$ cat config.mk
export PLATFORM = sky130hd
export DESIGN_NAME = fp_norm_sched_flat
export DESIGN_NICKNAME = d
export VERILOG_FILES = /design/src/rtl/fp_norm_sched_if.sv /design/src/rtl/fp_norm_sched.sv /design/src/flat_wrapper.sv
export SDC_FILE = /design/constraint.sdc
export NUM_CORES = 1
export LEC_CHECK = 0
export BUFFER_PORTS_ARGS = -buffer_cell sky130_fd_sc_hd__buf_2
export CORE_MARGIN = 2
export CORE_UTILIZATION = 59
export DETAILED_ROUTE_END_ITERATION = 16
export GPL_TIMING_DRIVEN = 1
export PLACE_DENSITY = 0.93
export SYNTH_ARGS = -nofsm -noshare
export SYNTH_HDL_FRONTEND = slang
export SYNTH_SLANG_ARGS = --single-unit
$ cat constraint.sdc
create_clock -name i_clock -period 4.1 [get_ports i_clock]
set_input_delay 0.82 -clock i_clock [delete_from_list [all_inputs] [get_ports i_clock]]
set_output_delay 0.82 -clock i_clock [all_outputs]
set_load 0.05 [all_outputs]
$ cat src/rtl/fp_norm_sched_if.sv
// rtl/fp_norm_sched_if.sv - operand and result handshake bundle for the FP normalisation sequencer
//
// Purpose : groups the two producer channels (A = multiplier product, B = accumulator
//           sum) and the result channel towards the pack/round stage.
// Modports: master - producer/consumer side (drives operands and out_ready)
//           slave  - normaliser side (drives a_ready/b_ready and all out_*)
// Signals : a_valid/a_ready/a_sign/a_exp/a_mant  requester A operand channel
//           b_valid/b_ready/b_sign/b_exp/b_mant  requester B operand channel
//           out_valid/out_ready/out_sign/out_exp/out_mant/out_src/out_zero/out_uflow
//                                                 normalised result channel
interface fp_norm_sched_if #(
  parameter int MANT_W = 24,
  parameter int EXP_W  = 8
);
  logic              a_valid;
  logic              a_ready;
  logic              a_sign;
  logic [EXP_W-1:0]  a_exp;
  logic [MANT_W-1:0] a_mant;

  logic              b_valid;
  logic              b_ready;
  logic              b_sign;
  logic [EXP_W-1:0]  b_exp;
  logic [MANT_W-1:0] b_mant;

  logic              out_valid;
  logic              out_ready;
  logic              out_sign;
  logic [EXP_W-1:0]  out_exp;
  logic [MANT_W-1:0] out_mant;
  logic              out_src;
  logic              out_zero;
  logic              out_uflow;

  modport master (
    output a_valid, a_sign, a_exp, a_mant,
    input  a_ready,
    output b_valid, b_sign, b_exp, b_mant,
    input  b_ready,
    input  out_valid, out_sign, out_exp, out_mant, out_src, out_zero, out_uflow,
    output out_ready
  );

  modport slave (
    input  a_valid, a_sign, a_exp, a_mant,
    output a_ready,
    input  b_valid, b_sign, b_exp, b_mant,
    output b_ready,
    output out_valid, out_sign, out_exp, out_mant, out_src, out_zero, out_uflow,
    input  out_ready
  );
endinterface

$ cat src/rtl/fp_norm_sched.sv
// rtl/fp_norm_sched.sv - round-robin shared normaliser for the FP MAC (leading-one detect + shift)
//
// Purpose : arbitrates between requester A (product path) and B (sum path), finds the
//           leading one of the captured mantissa, left-shifts it to bit MANT_W-1,
//           adjusts the exponent and presents the result with a valid/ready handshake.
//           One job takes IDLE -> DETECT -> SHIFT -> DONE; result visible 3 cycles after
//           the accepting cycle.
// Ports   : i_clock - rising-edge clock
//           i_reset - synchronous active-high reset, aborts any job in flight
//           bus     - fp_norm_sched_if.slave operand/result channels
module fp_norm_sched #(
  parameter int MANT_W = 24,
  parameter int EXP_W  = 8,
  parameter int CNT_W  = 8
) (
  input  logic           i_clock,
  input  logic           i_reset,
  fp_norm_sched_if.slave bus
);

  localparam int CMP_W = (EXP_W > CNT_W) ? EXP_W : CNT_W;

  typedef enum logic [1:0] {
    S_IDLE   = 2'd0,
    S_DETECT = 2'd1,
    S_SHIFT  = 2'd2,
    S_DONE   = 2'd3
  } state_t;

  state_t            r_state;
  logic              r_rr_ptr;   // 1: B wins a tie (A was served last)
  logic              r_sign;
  logic [EXP_W-1:0]  r_exp;
  logic [MANT_W-1:0] r_mant;
  logic              r_src;
  logic [CNT_W-1:0]  r_cnt;

  logic              r_out_valid;
  logic              r_out_sign;
  logic [EXP_W-1:0]  r_out_exp;
  logic [MANT_W-1:0] r_out_mant;
  logic              r_out_src;
  logic              r_out_zero;
  logic              r_out_uflow;

  logic              w_idle;
  logic              w_grant_b;
  logic              w_a_ready;
  logic              w_b_ready;
  logic              w_accept;
  logic [CNT_W-1:0]  w_lod;
  logic [CNT_W-1:0]  w_shamt;
  logic              w_exp_gt_s;
  logic [MANT_W-1:0] w_shifted;
  logic [EXP_W-1:0]  w_exp_adj;

  // Readies are gated by reset so nothing is accepted while reset is held,
  // even once the state register already reads IDLE.
  assign w_idle    = (r_state == S_IDLE) && !i_reset;
  assign w_grant_b = bus.b_valid && (!bus.a_valid || r_rr_ptr);
  assign w_a_ready = w_idle && bus.a_valid && !w_grant_b;
  assign w_b_ready = w_idle && w_grant_b;
  assign w_accept  = w_a_ready || w_b_ready;

  // Highest set bit wins because later iterations overwrite earlier ones.
  // An all-zero mantissa leaves the default of MANT_W-1 (shift of zero).
  always_comb begin
    w_lod = CNT_W'(MANT_W - 1);
    for (int i = 0; i < MANT_W; i++) begin
      if (r_mant[i]) begin
        w_lod = CNT_W'(i);
      end
    end
  end

  assign w_shamt    = CNT_W'(MANT_W - 1) - r_cnt;
  // Compared at a common width so the test never wraps, whichever of EXP_W/CNT_W is wider.
  assign w_exp_gt_s = CMP_W'(r_exp) > CMP_W'(w_shamt);
  assign w_shifted  = r_mant << w_shamt;
  assign w_exp_adj  = r_exp - EXP_W'(w_shamt);

  always_ff @(posedge i_clock) begin
    if (i_reset) begin
      r_state     <= S_IDLE;
      r_rr_ptr    <= 1'b0;
      r_sign      <= 1'b0;
      r_exp       <= '0;
      r_mant      <= '0;
      r_src       <= 1'b0;
      r_cnt       <= '0;
      r_out_valid <= 1'b0;
      r_out_sign  <= 1'b0;
      r_out_exp   <= '0;
      r_out_mant  <= '0;
      r_out_src   <= 1'b0;
      r_out_zero  <= 1'b0;
      r_out_uflow <= 1'b0;
    end else begin
      case (r_state)
        S_IDLE: begin
          if (w_accept) begin
            r_sign   <= w_grant_b ? bus.b_sign : bus.a_sign;
            r_exp    <= w_grant_b ? bus.b_exp  : bus.a_exp;
            r_mant   <= w_grant_b ? bus.b_mant : bus.a_mant;
            r_src    <= w_grant_b;
            r_rr_ptr <= !w_grant_b;
            r_state  <= S_DETECT;
          end
        end

        S_DETECT: begin
          r_cnt   <= w_lod;
          r_state <= S_SHIFT;
        end

        S_SHIFT: begin
          r_out_sign  <= r_sign;
          r_out_src   <= r_src;
          r_out_valid <= 1'b1;
          if (r_mant == '0) begin
            r_out_zero  <= 1'b1;
            r_out_uflow <= 1'b0;
            r_out_mant  <= '0;
            r_out_exp   <= '0;
          end else if (w_exp_gt_s) begin
            r_out_zero  <= 1'b0;
            r_out_uflow <= 1'b0;
            r_out_mant  <= w_shifted;
            r_out_exp   <= w_exp_adj;
          end else begin
            // Exponent cannot absorb the shift: flush to zero and flag it.
            r_out_zero  <= 1'b0;
            r_out_uflow <= 1'b1;
            r_out_mant  <= '0;
            r_out_exp   <= '0;
          end
          r_state <= S_DONE;
        end

        S_DONE: begin
          if (bus.out_ready) begin
            r_out_valid <= 1'b0;
            r_state     <= S_IDLE;
          end
        end

        default: r_state <= S_IDLE;
      endcase
    end
  end

  assign bus.a_ready   = w_a_ready;
  assign bus.b_ready   = w_b_ready;
  assign bus.out_valid = r_out_valid;
  assign bus.out_sign  = r_out_sign;
  assign bus.out_exp   = r_out_exp;
  assign bus.out_mant  = r_out_mant;
  assign bus.out_src   = r_out_src;
  assign bus.out_zero  = r_out_zero;
  assign bus.out_uflow = r_out_uflow;

endmodule

$ cat src/flat_wrapper.sv
// flat-port wrapper written by rule: the top's interface ports become plain ports
module fp_norm_sched_flat 
#(
  parameter int MANT_W = 24,
  parameter int EXP_W  = 8,
  parameter int CNT_W  = 8
)
  (i_clock, i_reset, bus_a_valid, bus_a_sign, bus_a_exp, bus_a_mant, bus_a_ready, bus_b_valid, bus_b_sign, bus_b_exp, bus_b_mant, bus_b_ready, bus_out_valid, bus_out_sign, bus_out_exp, bus_out_mant, bus_out_src, bus_out_zero, bus_out_uflow, bus_out_ready);
  fp_norm_sched_if #(.MANT_W(MANT_W), .EXP_W(EXP_W)) bus_i ();
  input  logic i_clock;
  input  logic i_reset;
  input wire logic [$bits(bus_i.a_valid)-1:0] bus_a_valid;
  input wire logic [$bits(bus_i.a_sign)-1:0] bus_a_sign;
  input wire logic [$bits(bus_i.a_exp)-1:0] bus_a_exp;
  input wire logic [$bits(bus_i.a_mant)-1:0] bus_a_mant;
  output wire logic [$bits(bus_i.a_ready)-1:0] bus_a_ready;
  input wire logic [$bits(bus_i.b_valid)-1:0] bus_b_valid;
  input wire logic [$bits(bus_i.b_sign)-1:0] bus_b_sign;
  input wire logic [$bits(bus_i.b_exp)-1:0] bus_b_exp;
  input wire logic [$bits(bus_i.b_mant)-1:0] bus_b_mant;
  output wire logic [$bits(bus_i.b_ready)-1:0] bus_b_ready;
  output wire logic [$bits(bus_i.out_valid)-1:0] bus_out_valid;
  output wire logic [$bits(bus_i.out_sign)-1:0] bus_out_sign;
  output wire logic [$bits(bus_i.out_exp)-1:0] bus_out_exp;
  output wire logic [$bits(bus_i.out_mant)-1:0] bus_out_mant;
  output wire logic [$bits(bus_i.out_src)-1:0] bus_out_src;
  output wire logic [$bits(bus_i.out_zero)-1:0] bus_out_zero;
  output wire logic [$bits(bus_i.out_uflow)-1:0] bus_out_uflow;
  input wire logic [$bits(bus_i.out_ready)-1:0] bus_out_ready;
  assign bus_i.a_valid = bus_a_valid;
  assign bus_i.a_sign = bus_a_sign;
  assign bus_i.a_exp = bus_a_exp;
  assign bus_i.a_mant = bus_a_mant;
  assign bus_a_ready = bus_i.a_ready;
  assign bus_i.b_valid = bus_b_valid;
  assign bus_i.b_sign = bus_b_sign;
  assign bus_i.b_exp = bus_b_exp;
  assign bus_i.b_mant = bus_b_mant;
  assign bus_b_ready = bus_i.b_ready;
  assign bus_out_valid = bus_i.out_valid;
  assign bus_out_sign = bus_i.out_sign;
  assign bus_out_exp = bus_i.out_exp;
  assign bus_out_mant = bus_i.out_mant;
  assign bus_out_src = bus_i.out_src;
  assign bus_out_zero = bus_i.out_zero;
  assign bus_out_uflow = bus_i.out_uflow;
  assign bus_i.out_ready = bus_out_ready;
  fp_norm_sched #(.MANT_W(MANT_W), .EXP_W(EXP_W), .CNT_W(CNT_W)) u_core (.i_clock(i_clock), .i_reset(i_reset), .bus(bus_i));
endmodule
## Word-level counts from Yosys, hierarchy flattened

Index checks and enable logic that the tools add are counted.

- Flip-flop bits (word level): 82
- Output and inout port bits: 39
- Logic and storage cells: 78
- Input bits: 71

- Shifts and indexed selects: 1
- Order comparisons: 1
- Equality and inequality tests: 5
- Add/sub/neg operators: 2
- Multiplexer cells: 39
- Reductions and logical operators: 16

Operators by type and width:

| cell | number |
|---|---|
| $mux W5 | 24 |
| $mux W24 | 3 |
| $logic_not A24 Y1 | 1 |
| $mux W8 | 3 |
| $shl A24 B8 Y24 | 1 |
| $gt A8 B8 Y1 | 1 |
| $pmux W2 S4 | 1 |
| $sub A5 B8 Y8 const A | 1 |
| $sub A8 B8 Y8 | 1 |
| $reduce_and A2 Y1 | 3 |
| $logic_and A1 B1 Y1 | 5 |
| $mux W1 | 5 |
| $eq A2 B2 Y1 const B | 2 |
| $mux W2 | 2 |
| $logic_not A1 Y1 | 3 |
| $eq A2 B1 Y1 const B | 1 |
| $logic_not A2 Y1 | 1 |
| $logic_or A1 B1 Y1 | 2 |
| $ne A2 B1 Y1 const B | 1 |
| $ne A2 B2 Y1 const B | 1 |
| $pmux W1 S2 | 1 |
| $reduce_bool A2 Y1 | 1 |

## Logic depth before layout (Yosys ltp)

Gate-level depths: netlist of run 1.

- Depth in word-level cells: 24
- Depth in mapped cells: 12
- Mapped depth without buffers: 9

## Worst setup path after synthesis of run 1

Ideal clock, no wire load.

- Path type: input port to output port
- Start: in bus_a_valid
- End: out bus_a_ready
- Slack: 0.557 ns
- Arrival: 2.723 ns
- Required time: 3.280 ns
- Cell stages on the path: 5
- Cell sequence: inv_1 o21ai_1 clkinv_1 clkbuf_1 nor3_1

- Word-level cells in the longest chain between the ends: 5

Ends and longest elaborated chain:

| what | line | source |
|---|---|---|
| start, declared | flat_wrapper.sv:12 | `input wire logic [$bits(bus_i.a_valid)-1:0] bus_a_valid;` |
| $logic_not A1 Y1 | fp_norm_sched.sv:60 | `assign w_grant_b = bus.b_valid && (!bus.a_valid \|\| r_rr_ptr);` |
| $logic_or A1 B1 Y1 | fp_norm_sched.sv:60 |  |
| $logic_and A1 B1 Y1 | fp_norm_sched.sv:60 |  |
| $logic_not A1 Y1 | fp_norm_sched.sv:61 | `assign w_a_ready = w_idle && bus.a_valid && !w_grant_b;` |
| $logic_and A1 B1 Y1 * | fp_norm_sched.sv:61 |  |
| end, declared | flat_wrapper.sv:16 | `output wire logic [$bits(bus_i.a_ready)-1:0] bus_a_ready;` |

Every way passes the cells marked *; elsewhere a longest branch is shown, timed or not.

## Worst setup path after layout of run 1

- Start: reg u_core.r_cnt[3]
- End: reg u_core.r_out_exp[7], in the netlist u_core.bus.out_exp[7]

- Word-level cells in the longest chain between the ends: 4

Ends and longest elaborated chain:

| what | line | source |
|---|---|---|
| start, declared | fp_norm_sched.sv:36 | `logic [CNT_W-1:0] r_cnt;` |
| start signal, assigned | fp_norm_sched.sv:112 | `r_cnt <= w_lod;` |
| $sub A5 B8 Y8 * | fp_norm_sched.sv:76 | `assign w_shamt = CNT_W'(MANT_W - 1) - r_cnt;` |
| $sub A8 B8 Y8 / $gt A8 B8 Y1 (equally long branches) | fp_norm_sched.sv:80, fp_norm_sched.sv:78 |  |
| $mux W8 * | fp_norm_sched.sv:125 | `end else if (w_exp_gt_s) begin` |
| $mux W8 * | fp_norm_sched.sv:120 | `if (r_mant == '0) begin` |
| end signal, assigned | fp_norm_sched.sv:129 | `r_out_exp <= w_exp_adj;` |
| end, declared | fp_norm_sched.sv:40 | `logic [EXP_W-1:0] r_out_exp;` |

Marks and branches as above.
A chain may end at the register's enable or synchronous reset.

==> results.txt, run 1 <==
final WL - 12650 µm
layout cells sized above 1 - 0.2194
VDD IR max - 0.3873 mV
first-pass GRT wire length - 20440 µm
Worst Path Required - 4.39 ns
crit share post-route - 0.8520
detailed-route vias per instance - 5.953
Tot GR Track Use - 0.2963
post-synthesis compound-gate area fraction - 0.2298
vias in the first global route - 4284
Netlist cell types - 56
largest net degree at the start of global routing - 67
proportion of synthesized area in mux cells - 0.1165
Clock power frac - 0.192
switching power - 1.599 mW
switching power share of the total - 0.4352
CP Launch Type - register
# port buffers - 109
Worst Max-Slew Pin Slew - 0.7287 ns
Synth async-reset ratio - 0
cells on worst reg2reg path - 8
Fin. Hold Viols - 0
clock slew at reported path FFs - 0.08 ns
RSZ-0062 raised after global routing - false
ANT cells - 0
Post-Synth XOR/XNOR Area - 0.005651
CTS buffer count - 9
GRT overflow - 0
DIE AREA - 8606 µm²
DP HPWL - 9521 µm
hold path cells - 2
placeable core area - 7687 µm²
post_cts resized - 0
mapped cell area - 4649 µm²
Routed WL per cell - 16.19 µm
synthesized-area fraction occupied by adder cells - 0.03929
mean post-synth cell area - 8.003 µm²
H-tree depth - 3
Post-synth EDFFs - 0
DRC errors left - 0
worst-skew pair later-pin latency - 0.35 ns
total negative slack - 0 ns
Comb pwr share - 0.513
DR pass1 iterations - 5
fin. max-slew vios - 0
width of the chip - 92.77 µm
max_cap viols - 0
CP Class - reg2reg
Cells after DPL - 766
Post-Syn Nets - 666
Pwr Density - 667.9 nW/µm²
die height - 92.77 µm
clk_skew - 0.006683 ns
nets - 760
FF+latch count, synth - 79
Lkg Pwr - 2.321 nW
CP Capture Type - register
status - completed
Fillers - 624
initial antenna violation count - 0
Starting Density - 0.6048
Post-Layout Cell Count - 781
sequential share of power - 0.294
FMAX - 286.3 MHz
RePlAce Congestion - 0.9638
Clock Sinks - 79
Hold Buf Count CTS - 0
Min-Delay Path Class - reg2reg
Final Setup Violations - 0
# Post-CTS Setup Buffers - 0
slew margin rel. - 0.5127
min Tclk post-route - 3.493 ns
CP arrival - 3.79 ns
Critical Path Fanout Max - 18
simple-gate portion of the synthesized area - 0.2234
Initial DRC Count - 275
Cell Int Power - 2.075 mW
largest family of logic cells by synthesized area - compound AO/OA/AOI/OAI gates
Tot Pwr - 3.674 mW
synth warn - 0
TritonCTS clock tree - yes
Area Overhead vs Synth - 18.33%
Clock Tree Buf Depth - 2
CTS Root Cell - clkbuf_8
Post-Synthesis Cells - 581
Seq/Total Area, Yosys - 0.3402
Rows - 32
Vias - 4649
Post-DRT Antenna Nets - 0
Primary FF master, synth - dfxtp_1
I/O pin count - 110
## critical path, stage by stage, from the launching register on
cell and delay, ns:
dfxtp_1 0.69, ha_1 0.38, clkinv_1 0.31, ha_1 0.47, o211ai_1 0.14, a21oi_1 0.21, o21ai_0 0.27, nor4b_2 0.70
a32o_1 0.27
## state kept, by name, summed over array words and instances (netlist names)
signal and flops:
u_core.r_cnt 5, u_core.r_rr_ptr 1, u_core.r_exp 8, u_core.r_state 2
u_core.r_mant 24, u_core.bus.out_src 1, u_core.bus.out_zero 1, u_core.bus.out_uflow 1
u_core.bus.out_sign 1, u_core.r_sign 1, u_core.bus.out_mant 24, u_core.r_src 1
u_core.bus.out_valid 1, u_core.bus.out_exp 8
## per-layer routing
metal / up-vias / part of all wire / GRT usage / wire, µm
met4: 0 / 0.025 / 0.1250 / 316
li1: 2301 / - / - / -
met1: 2133 / 0.44 / 0.3915 / 5574
met5: - / 0 / 0 / 0
met3: 28 / 0.062 / 0.04475 / 780
met2: 187 / 0.47 / 0.4819 / 5976
## synthesized netlist by cell type (7+ instances only)
master    number  area share
nand2_1      106       0.086
dfxtp_1       79        0.34
nor2_1        72       0.058
mux2i_1       44       0.095
a311oi_1      36       0.068
a21oi_1       29       0.031
clkbuf_1      26       0.021
a22o_1        21       0.040
o21ai_0       20       0.022
inv_1         14       0.011
ha_1          13       0.035
nor2b_1       11       0.015
nor3_1        11       0.012
mux2_2         9       0.022
nor4_1         7      0.0094
## layout make-up
class	instances	area, µm²	area share
clock buffers	12	155.1	0.02820
clock inverters	3	90.09	0.01637
inverters	18	67.56	0.01228
multi-input cells	449	2867	0.5210
flip-flops and latches	79	1582	0.2875
well taps	102	127.6	0.02320
repair buffers	118	613.1	0.1114
## power groups by stage
stage	sequential, mW	clock, mW	combinational (mW)
2_1_floorplan	1.12	0	1.36
3_3_place_gp	1.08	0	1.80
3_5_place_dp	1.09	0	1.84
4_1_cts	1.08	0.713	1.85
5_1_grt	1.10	0.743	2.06
6_report	1.08	0.707	1.89
## cells in the final DEF (no fill, tap or decap), types with 4 or more instances in the layout
master	synthesis	routed
buf_2	3	109
nand2_1	106	106
dfxtp_1	79	79
nor2_1	72	72
mux2i_1	44	44
a311oi_1	36	36
a21oi_1	29	29
a22o_1	21	21
o21ai_0	20	20
inv_1	14	14
ha_1	13	13
nor3_1	11	11
nor2b_1	11	11
clkbuf_8	0	11
mux2_2	9	9
buf_4	0	9
nor4_1	7	7
nand2b_1	5	5
clkinv_1	4	4
nand3_1	4	4
a211oi_1	4	4
## path summary, 6_finish.rpt
| path | startpoint | end | slack (ns) |
|---|---|---|---|
| worst min-delay path | u_core.bus.out_mant[12] | u_core.bus.out_mant[12] | 0.46 |
| worst max register to register | u_core.r_cnt[3] | u_core.bus.out_exp[7] | 0.61 |
| worst max-delay path | u_core.r_cnt[3] | u_core.bus.out_exp[7] | 0.61 |
| worst min register to register | u_core.bus.out_mant[12] | u_core.bus.out_mant[12] | 0.46 |
## cell families (layout without fill, tap and decap cells)
| group | Yosys count | in the layout |
|---|---|---|
| flops | 79 | 79 |
| mux | 53 | 53 |
| compound gates | 145 | 145 |
| xor+xnor | 3 | 3 |
| buf+inv | 53 | 151 |
| simple gates | 234 | 234 |
| fa+ha+maj | 14 | 14 |
## stage by stage
stage | hold slack, ns | instance area (µm²) | setup WS (ns) | utilization
6_report | 0.4588 | 5502 | 0.6070 | 0.7157
5_1_grt | 0.4763 | 5502 | 0.3126 | 0.7157
4_1_cts | 0.4600 | 5502 | 0.6877 | 0.7157
3_5_place_dp | 0.4469 | 5256 | 0.7428 | 0.6838
3_3_place_gp | 0.4338 | 5256 | 0.8922 | 0.6838
2_1_floorplan | 0.4360 | 4649 | 0.5572 | -
Power figures use the tool's default switching activity.
==> inputs of run 2 (changes only) <==
CORE_UTILIZATION = 54   (was 59)
PLACE_DENSITY = 0.86   (was 0.93)
clock period = 3.8 ns   (was 4.1 ns; I/O delays follow)
==> run 2 against run 1 <==
Via count about the same. Register-to-register slack better by 0.30 ns. Sequential power up 7%. Routed wire length rose by 2.7%. Final area is 0.34% higher. Sequential share of layout area is 0.098 points lower. Worst hold slack improved by 0.0018 ns. Setup slack better by 0.30 ns. Clock-buffer cell count is the same. Clock skew rose by 0.0043 ns. Clock power is 9.8% higher. Critical endpoint unchanged. Highest routed layer unchanged.
==> results.txt, run 2 (synthesis gave the netlist of run 1 again) <==
status - completed (unchanged)
fin. max-slew vios - 0 (unchanged)
hold path cells - 2 (unchanged)
die height - 96.79 µm (was 92.77 µm)
Critical Path Fanout Max - 10 (was 18)
Lkg Pwr - 2.332 nW (was 2.321 nW)
Pwr Density - 723.5 nW/µm² (was 667.9 nW/µm²)
commonest non-fill, non-tap cell in the layout - buf_2 (unchanged)
FMAX - 345.2 MHz (was 286.3 MHz)
switching power - 1.750 mW (was 1.599 mW)
ANT cells - 0 (unchanged)
CP Capture Type - register (unchanged)
Largest delay share family, worst path - compound AO/OA/AOI/OAI gates (unchanged)
Worst Path Required - 4.09 ns (was 4.39 ns)
Worst Min Path Start - u_core.bus.out_mant[12] (unchanged)
cells on worst reg2reg path - 8 (unchanged)
vias in the first global route - 4258 (was 4284)
Clock Sinks - 79 (unchanged)
Rows - 33 (was 32)
detailed-route vias per instance - 5.919 (was 5.953)
Fin. Hold Viols - 0 (unchanged)
CP startpoint - u_core.r_cnt[4] (was u_core.r_cnt[3])
DP HPWL - 9754 µm (was 9521 µm)
H-tree depth - 3 (unchanged)
Tot Pwr - 3.994 mW (was 3.674 mW)
clk_skew - 0.01096 ns (was 0.006683 ns)
DR pass1 iterations - 6 (was 5)
Min-Delay Path Class - reg2reg (unchanged)
GRT overflow - 0 (unchanged)
I/O pin count - 110 (unchanged)
placeable core area - 8299 µm² (was 7687 µm²)
worst-skew pair later-pin latency - 0.35 ns (about the same)
total negative slack - 0 ns (unchanged)
nets - 762 (was 760)
Post-Layout Cell Count - 786 (was 781)
Worst Max-Slew Pin Slew - 1.008 ns (was 0.7287 ns)
CP Launch Type - register (unchanged)
max_cap viols - 0 (unchanged)
final instance area - 5520 µm² (was 5502 µm²)
slowest stage cell, crit path - nor4b_2 (unchanged)
slew margin rel. - 0.3283 (was 0.5127)
CP Class - reg2reg (unchanged)
switching power share of the total - 0.4381 (was 0.4352)
Cell Area, Placed - 5275 µm² (was 5256 µm²)
worst r2r src - u_core.r_cnt[4] (was u_core.r_cnt[3])
sequential share of power - 0.291 (was 0.294)
Clock Tree Buf Depth - 2 (unchanged)
# Post-CTS Setup Buffers - 0 (unchanged)
RePlAce Congestion - 0.9060 (was 0.9638)
Post-DRT Antenna Nets - 0 (unchanged)
max incr delay on CP - 0.64 ns (was 0.70 ns)
Tot GR Track Use - 0.2714 (was 0.2963)
first-pass GRT wire length - 21180 µm (was 20440 µm)
largest net degree at the start of global routing - 68 (was 67)
Comb pwr share - 0.514 (was 0.513)
Cell Int Power - 2.244 mW (was 2.075 mW)
RSZ-0062 raised after global routing - false (unchanged)
# port buffers - 109 (unchanged)
width of the chip - 96.79 µm (was 92.77 µm)
min Tclk post-route - 2.897 ns (was 3.493 ns)
Final Setup Violations - 0 (unchanged)
Post-Place Setup Slack - 0.9637 ns (was 0.7428 ns)
DIE AREA - 9368 µm² (was 8606 µm²)
CP arrival - 3.19 ns (was 3.79 ns)
Fin Hold WS - 0.4606 ns (was 0.4588 ns)
post_cts resized - 0 (unchanged)
layout cells sized above 1 - 0.2217 (was 0.2194)
crit share post-route - 0.7623 (was 0.8520)
Starting Density - 0.5602 (was 0.6048)
Clock power frac - 0.194 (was 0.192)
CTS Root Cell - clkbuf_8 (unchanged)
Hold Buf Count CTS - 0 (unchanged)
most used cell, CP - ha_1 (unchanged)
clock slew at reported path FFs - 0.08 ns (about the same)
Routed WL per cell - 16.53 µm (was 16.19 µm)
commonest non-fill, non-tap cells in the layout - buf_2 (109), nand2_1 (106), dfxtp_1 (79) (unchanged)
r2r setup slk - 0.90 ns (was 0.61 ns)
Worst Hold End - u_core.bus.out_mant[12] (unchanged)
Util after Layout - 0.6652 (was 0.7157)
Cells after DPL - 771 (was 766)
Critical path buffers and inverters - 1 (unchanged)
VDD IR max - 0.2913 mV (was 0.3873 mV)
worst-path cell chain - ha_1 -> clkinv_1 -> ha_1 -> o211ai_1 -> a21oi_1 -> o21ai_0 -> nor4b_2 -> a32o_1 (unchanged)
CTS buffer count - 9 (unchanged)
Area Overhead vs Synth - 18.73% (was 18.33%)
initial antenna violation count - 0 (unchanged)
TritonCTS clock tree - yes (unchanged)
Vias - 4652 (was 4649)
Worst Setup Slack, final - 0.9032 ns (was 0.6070 ns)
final WL - 12990 µm (was 12650 µm)
DRC errors left - 0 (unchanged)
Worst R2R End - u_core.bus.out_exp[7] (unchanged)
Initial DRC Count - 290 (was 275)
[run 2: cell count changes in the layout (fill, tap and decap cells not counted)]
cell   change
buf_4      +2
[run 2: how the worst max path moves through the flow]
stage	end	slack (ns)	cells past startpoint
floorplan	bus_a_ready	0.38	5
global placement	u_core.bus.out_exp[7]	1.06	8
detailed placement	u_core.bus.out_exp[7]	0.96	8
CTS	u_core.bus.out_exp[7]	0.94	8
global route	u_core.bus.out_exp[7]	0.67	8
finish	u_core.bus.out_exp[7]	0.90	8
[run 2: cell type report]
class / count / area (µm²)
clock inverters: 3 / 90.09
multi-input cells: 449 / 2867
flip-flops and latches: 79 / 1582
clock buffers: 12 / 155.1
fillers: 715 / 2779
repair buffers: 120 / 628.1
well taps: 105 / 131.4
inverters: 18 / 67.56
[run 2: metal layers]
| layer | vias to the layer above | wire length, µm | GRT usage |
|---|---|---|---|
| met2 | 179 | 6071 | 0.4428 |
| met5 | - | 0 | 0 |
| met4 | 0 | 259 | 0.08559 |
| met3 | 23 | 722 | 0.03396 |
| li1 | 2308 | - | - |
| met1 | 2142 | 5935 | 0.3744 |
[run 2: worst reg2reg max path, cell delays in order, from the launching register on]
cell,delay [ns]
dfxtp_1,0.34
ha_1,0.28
clkinv_1,0.33
ha_1,0.47
o211ai_1,0.12
a21oi_1,0.21
o21ai_0,0.20
nor4b_2,0.64
a32o_1,0.25
[run 2: power by group through the flow]
stage                     Combinational, mW  Clock [mW]  Sequential, mW
after CTS                              2.03       0.778            1.16
after detailed placement               2.02           0            1.18
after floorplan                        1.47           0            1.20
after global placement                 1.98           0            1.16
after global routing                   2.26       0.810            1.19
final                                  2.05       0.776            1.16
